[src/rtl/sgf_align_shifter.sv]
// sgf_align_shifter: iterative right-shift alignment with G/R/S bits and start/done handshake (FAST_ALIGN4_EN enables 4-bit steps)
module sgf_align_shifter #(
    parameter int SW = 24,
    parameter int EW = 8
) (
    input  logic          clk,
    input  logic          rst,
    input  logic          start_i,
    input  logic [EW-1:0] shift_amt_i,
    input  logic [SW-1:0] sgf_i,
    output logic          busy_o,
    output logic          done_o,
    output logic [SW+2:0] sgf_o
);
    localparam int L = SW + 3;
    localparam logic [EW:0] L_AMT = (EW+1)'(L);
    typedef enum logic [1:0] {IDLE, SHIFT, DONE} state_t;
    state_t state;
    logic [L-1:0] r;
    logic [EW-1:0] cnt;
    assign busy_o = state != IDLE;
    assign done_o = state == DONE;
    assign sgf_o = r;
    // load, shift with sticky accumulation into r[0], and one-cycle done
    always_ff @(posedge clk or negedge rst) begin
        if (!rst) begin
            state <= IDLE;
            r <= '0;
            cnt <= '0;
        end else begin
            case (state)
                IDLE: if (start_i) begin
                    if ({1'b0, shift_amt_i} >= L_AMT) begin
                        r <= {{(L-1){1'b0}}, |sgf_i};
                        state <= DONE;
                    end else begin
                        r <= {sgf_i, 3'b000};
                        cnt <= shift_amt_i;
                        state <= shift_amt_i == '0 ? DONE : SHIFT;
                    end
                end
                SHIFT: begin
`ifdef FAST_ALIGN4_EN
                    if (cnt >= EW'(4)) begin
                        r <= {4'b0, r[L-1:5], |r[4:0]};
                        cnt <= cnt - EW'(4);
                        state <= cnt == EW'(4) ? DONE : SHIFT;
                    end else begin
                        r <= {1'b0, r[L-1:2], |r[1:0]};
                        cnt <= cnt - EW'(1);
                        state <= cnt == EW'(1) ? DONE : SHIFT;
                    end
`else
                    r <= {1'b0, r[L-1:2], |r[1:0]};
                    cnt <= cnt - EW'(1);
                    state <= cnt == EW'(1) ? DONE : SHIFT;
`endif
                end
                DONE: state <= IDLE;
                default: state <= IDLE;
            endcase
        end
    end
endmodule

[config.mk]
export PLATFORM = sky130hd
export DESIGN_NAME = sgf_align_shifter
export DESIGN_NICKNAME = d
export VERILOG_FILES = /design/src/rtl/sgf_align_shifter.sv
export SDC_FILE = /design/constraint.sdc
export NUM_CORES = 1
export LEC_CHECK = 0
export ABC_AREA = 1
export CORE_MARGIN = 4
export CORE_UTILIZATION = 30
export DETAILED_ROUTE_END_ITERATION = 8
export HOLD_SLACK_MARGIN = 0.06
export PLACE_DENSITY = 0.63
export SLEW_MARGIN = 25
export SYNTH_ARGS = -nofsm -noshare
export SYNTH_HDL_FRONTEND = slang
export SYNTH_SLANG_ARGS = --single-unit
export TNS_END_PERCENT = 5
[constraint.sdc]
create_clock -name clk -period 1.78 [get_ports clk]
set_clock_uncertainty 0.15 [all_clocks]
set_input_delay 0.267 -clock clk [delete_from_list [all_inputs] [get_ports clk]]
set_output_delay 0.267 -clock clk [all_outputs]
set_load 0.05 [all_outputs]
; ---- After elaboration in Yosys (flattened, before gate mapping)
; Cells that the tools add are included.
[word_totals]
word_cells = 29
input_bits = 35
output_inout_bits = 29
reg_bits = 37
[classes]
n_mux = 11
n_lt_le_gt_ge = 1
n_eq_ne = 5
reduce_logical = 8
addsub = 1
[op_table]
columns = operator, n
row1 = 27-bit two-way mux, 2
row2 = 27-bit one-hot mux with 2 select lines, 1
row3 = 24-bit OR reduction, 1
row4 = 8-bit two-way mux, 2
row5 = 8-bit one-hot mux with 2 select lines, 1
row6 = "8-bit by 1-bit == test with 1-bit output, second input constant", 1
row7 = "8-bit by 5-bit >= comparator with 1-bit output, second input constant", 1
row8 = 8-bit zero test, 1
row9 = 2-bit two-way mux, 4
row10 = "8-bit by 1-bit subtractor with 8-bit output, second input constant", 1
row11 = "2-bit inequality test, second input constant", 2
row12 = 2-bit one-hot mux with 2 select lines, 1
row13 = 2-bit nonzero test, 2
row14 = 3-bit AND reduction, 1
row15 = "2-bit by 1-bit == test with 1-bit output, second input constant", 1
row16 = "2-bit == test, second input constant", 1
row17 = 2-bit zero test, 1
row18 = 2-bit AND reduction, 1
row19 = 2-bit OR reduction, 1

; ---- Logic depth before layout (Yosys ltp)
[depth]
depth_word = 5
mapped_depth = 9
mapped_depth_nobuf = 8

; ---- Least setup slack after synthesis
; OpenSTA, ideal clock, no wires.
[synth_path]
kind = register to output
from = register state[1]
to = output done_o
path_slack_ns = 0.171
stages_incl_launch_ff = 3
path_buffers = 0
required_time_ns = 1.363
arrival_time_ns = 1.192
path_cell_list = dfrtp_1 inv_1 nor2_1
[synth_between]
elab_chain_cells = 1
[synth_rtl]
columns = element, line
row1 = "start, declared", 18  ; state_t state;
row2 = "start signal, assigned", 39  ; state <= shift_amt_i == '0 ? DONE : SHIFT;
row3 = "start signal, assigned", 56  ; state <= cnt == EW'(1) ? DONE : SHIFT;
row4 = 2-bit == test, 22  ; assign done_o = state == DONE;
row5 = "end, declared", 12  ; output logic done_o,
; No other way between the ends.

; ---- Worst setup path in the final report
[layout_path]
from = register state[0]
to = output done_o
; The elaborated chain is that of the path after synthesis.

==> metrics <==
dpl hpwl 4.683 mm; WHS 381.3 ps; Reg2Reg Setup Slack 180 ps; share of cells above drive strength 1 25.93%; relative slew slack 67.34%; Tot Pwr 5.845 mW; Final Cycle Share 93.48%; Hold Vio Cnt, Final 0; unrepaired setup endpoints after global routing false; fmax 601.0 MHz; status finished clean; Final Slew Violations 0; Seq/Total Area, Yosys 39.89%; Clock Tree Root clkbuf_8; DR DRC count 0; die extent in y 95.96 um; Worst-Skew Late Latency 290 ps; hold depth 2; Post-Synthesis Net Count 336; Max clock buf depth 2; first-pass GRT wire length 9.860 mm; crit path capture type output pin; distinct cell type count after synthesis 28; post-layout minimum cycle time 1664 ps; CP Class reg2out; CTS tree done; drt pass-1 iters 4; Final Wtd Congestion 0.7769; grt total ovfl 0; synthesized flop and latch total 37; TNS Setup 0 ps; vias in the first global route 2099; cts bufs inserted 5; Max VDD drop 1.058 mV; LEAKAGE 1.536 nW; Final ANT Viol Nets 0; crit path max fanout 8; clk sinks 37; total wire length 6.217 mm; syn avg cell area 7.762 sq um; number of antenna violations at the first check in global routing 0; Die Width 95.96 um; Post-Layout Inst Area 3216 sq um; Startpoint Class flop; warnings from Yosys 0; post-DR wirelength/cell 13.03 um; Syn Inst Count 299; Pwr per Cell Area 1818 nW/um^2; max cap viols 0; Final Setup Violations 0; fillcell total 769; Die ar. 9207 sq um; Nets 415; IO Count 64; Synth-to-Final Area Change 38.54%; Worst-Margin Slew 489.9 ps; core area 7370 sq um; placed instance area 3112 sq um; Via density 4.646; r2r worst-path depth 8; htree depth 2; worst path required time 1360 ps; I/O Buffers 63; register area 927.1 sq um; Mapped Area 2321 sq um; Worst Path Arrival 1250 ps; Hold Path Class reg2reg; largest net degree at the start of global routing 38; DRT iter0 DRCs 88; Initial Util 31.49%; Ant. Diodes 0; GR Util All Layers 13.81%; Multi-input gate area 1120 sq um; Core Rows 31; via count 2216; Clock transition at path regs 70 ps
per-layer routing:
layer  global-route usage [%]  vias up  part of all wire (%)
li1                         -     1113                     -
met1                    18.77     1016                    46
met2                    21.77       79                    46
met3                    3.206        8                   7.1
met4                    4.265        0                   1.1
met5                        0        -                     0
Yosys cell counts (all sizes together):
master,count,area share (%)
o22ai,2,0.54
inv,45,7.4
a21boi,1,0.32
nand2,42,7.1
xnor2,1,0.38
or2,22,5.9
clkbuf,1,0.16
ha,2,1.1
o21ai,10,2.2
nand3,34,7.3
nand4,3,0.81
nor3,1,0.43
nor2,32,7.5
buf,12,4.4
xor2,1,0.38
a21oi,53,14
dfrtp,37,40
where the power goes:
| group | internal, mW | switching [mW] | total, mW |
|---|---|---|---|
| clock network | 0.306 | 0.310 | 0.617 |
| registers | 1.24 | 0.347 | 1.58 |
| logic | 1.32 | 2.32 | 3.64 |
final cells by class:
cell class                 count  share of cell area, %
clock buffer                   6                  2.568
clock inverter                 1                 0.2335
inverter                      45                  5.331
multi-input combinational    204                  34.82
sequential                    37                  28.83
tap                           99                  3.852
timing repair buffer          85                  24.36
path summary, 6_finish.rpt:
| check | start | to |
|---|---|---|
| worst max-delay path | state[0] | done_o |
| worst min-delay path | cnt[1] | cnt[1] |
| min in group asynchronous | rst | cnt[2] |
| max in group asynchronous | rst | state[1] |
| worst min register to register | cnt[1] | cnt[1] |
| worst max register to register | state[0] | sgf_o[6] |
metrics by stage:
| stage | std cells | util, % | worst slack, ps |
|---|---|---|---|
| floorplan | 299 | - | 171.4 |
| global placement | 469 | 42.22 | -11.93 |
| detailed placement | 469 | 42.22 | -40.55 |
| CTS | 477 | 43.58 | 21.36 |
| global route | 477 | 43.63 | 72.46 |
| finish | 477 | 43.63 | 116.1 |
what timing repair did:
action / in CTS / in global routing
hold buffers: 1 / 0
resized for setup: 0 / 2
setup buffers: 0 / 0
hold endpoints to repair: 37 / 0
endpoints found under the setup margin: 0 / 1
state kept, by name, indices dropped and copies added (netlist names):
signal  cells
cnt         8
sgf_o      27
state       2
logic make-up (layout without fill, tap and decap cells):
group	after synthesis	count (layout)	synth area share (%)
adders and majority gates	2	2	1.078
AOI/OAI and AO/OA	66	66	17.20
DFF	37	37	39.89
buffers and inverters	58	137	11.97
xor gates and xnor gates	2	2	0.7549
and+or+nand+nor	134	134	29.11
worst max-delay path: stages (launching register included):
cell	delay, ps
dfrtp_1	430
buf_4	200
nor2_2	170
buf_12	160
layout by cell type, fill, tap and decap left out, drive strengths merged:
master         count
clkdlybuf4s50     33
clkinvlp           1
a21oi             53
nand4              3
or2               22
inv               45
buf               51
xnor2              1
nor3               1
a21boi             1
xor2               1
nand2             42
o21ai             10
nor2              32
nand3             34
ha                 2
dlygate4sd3        1
o22ai              2
dfrtp             37
clkbuf             6
No activity file was read; power rests on OpenSTA's default activity.
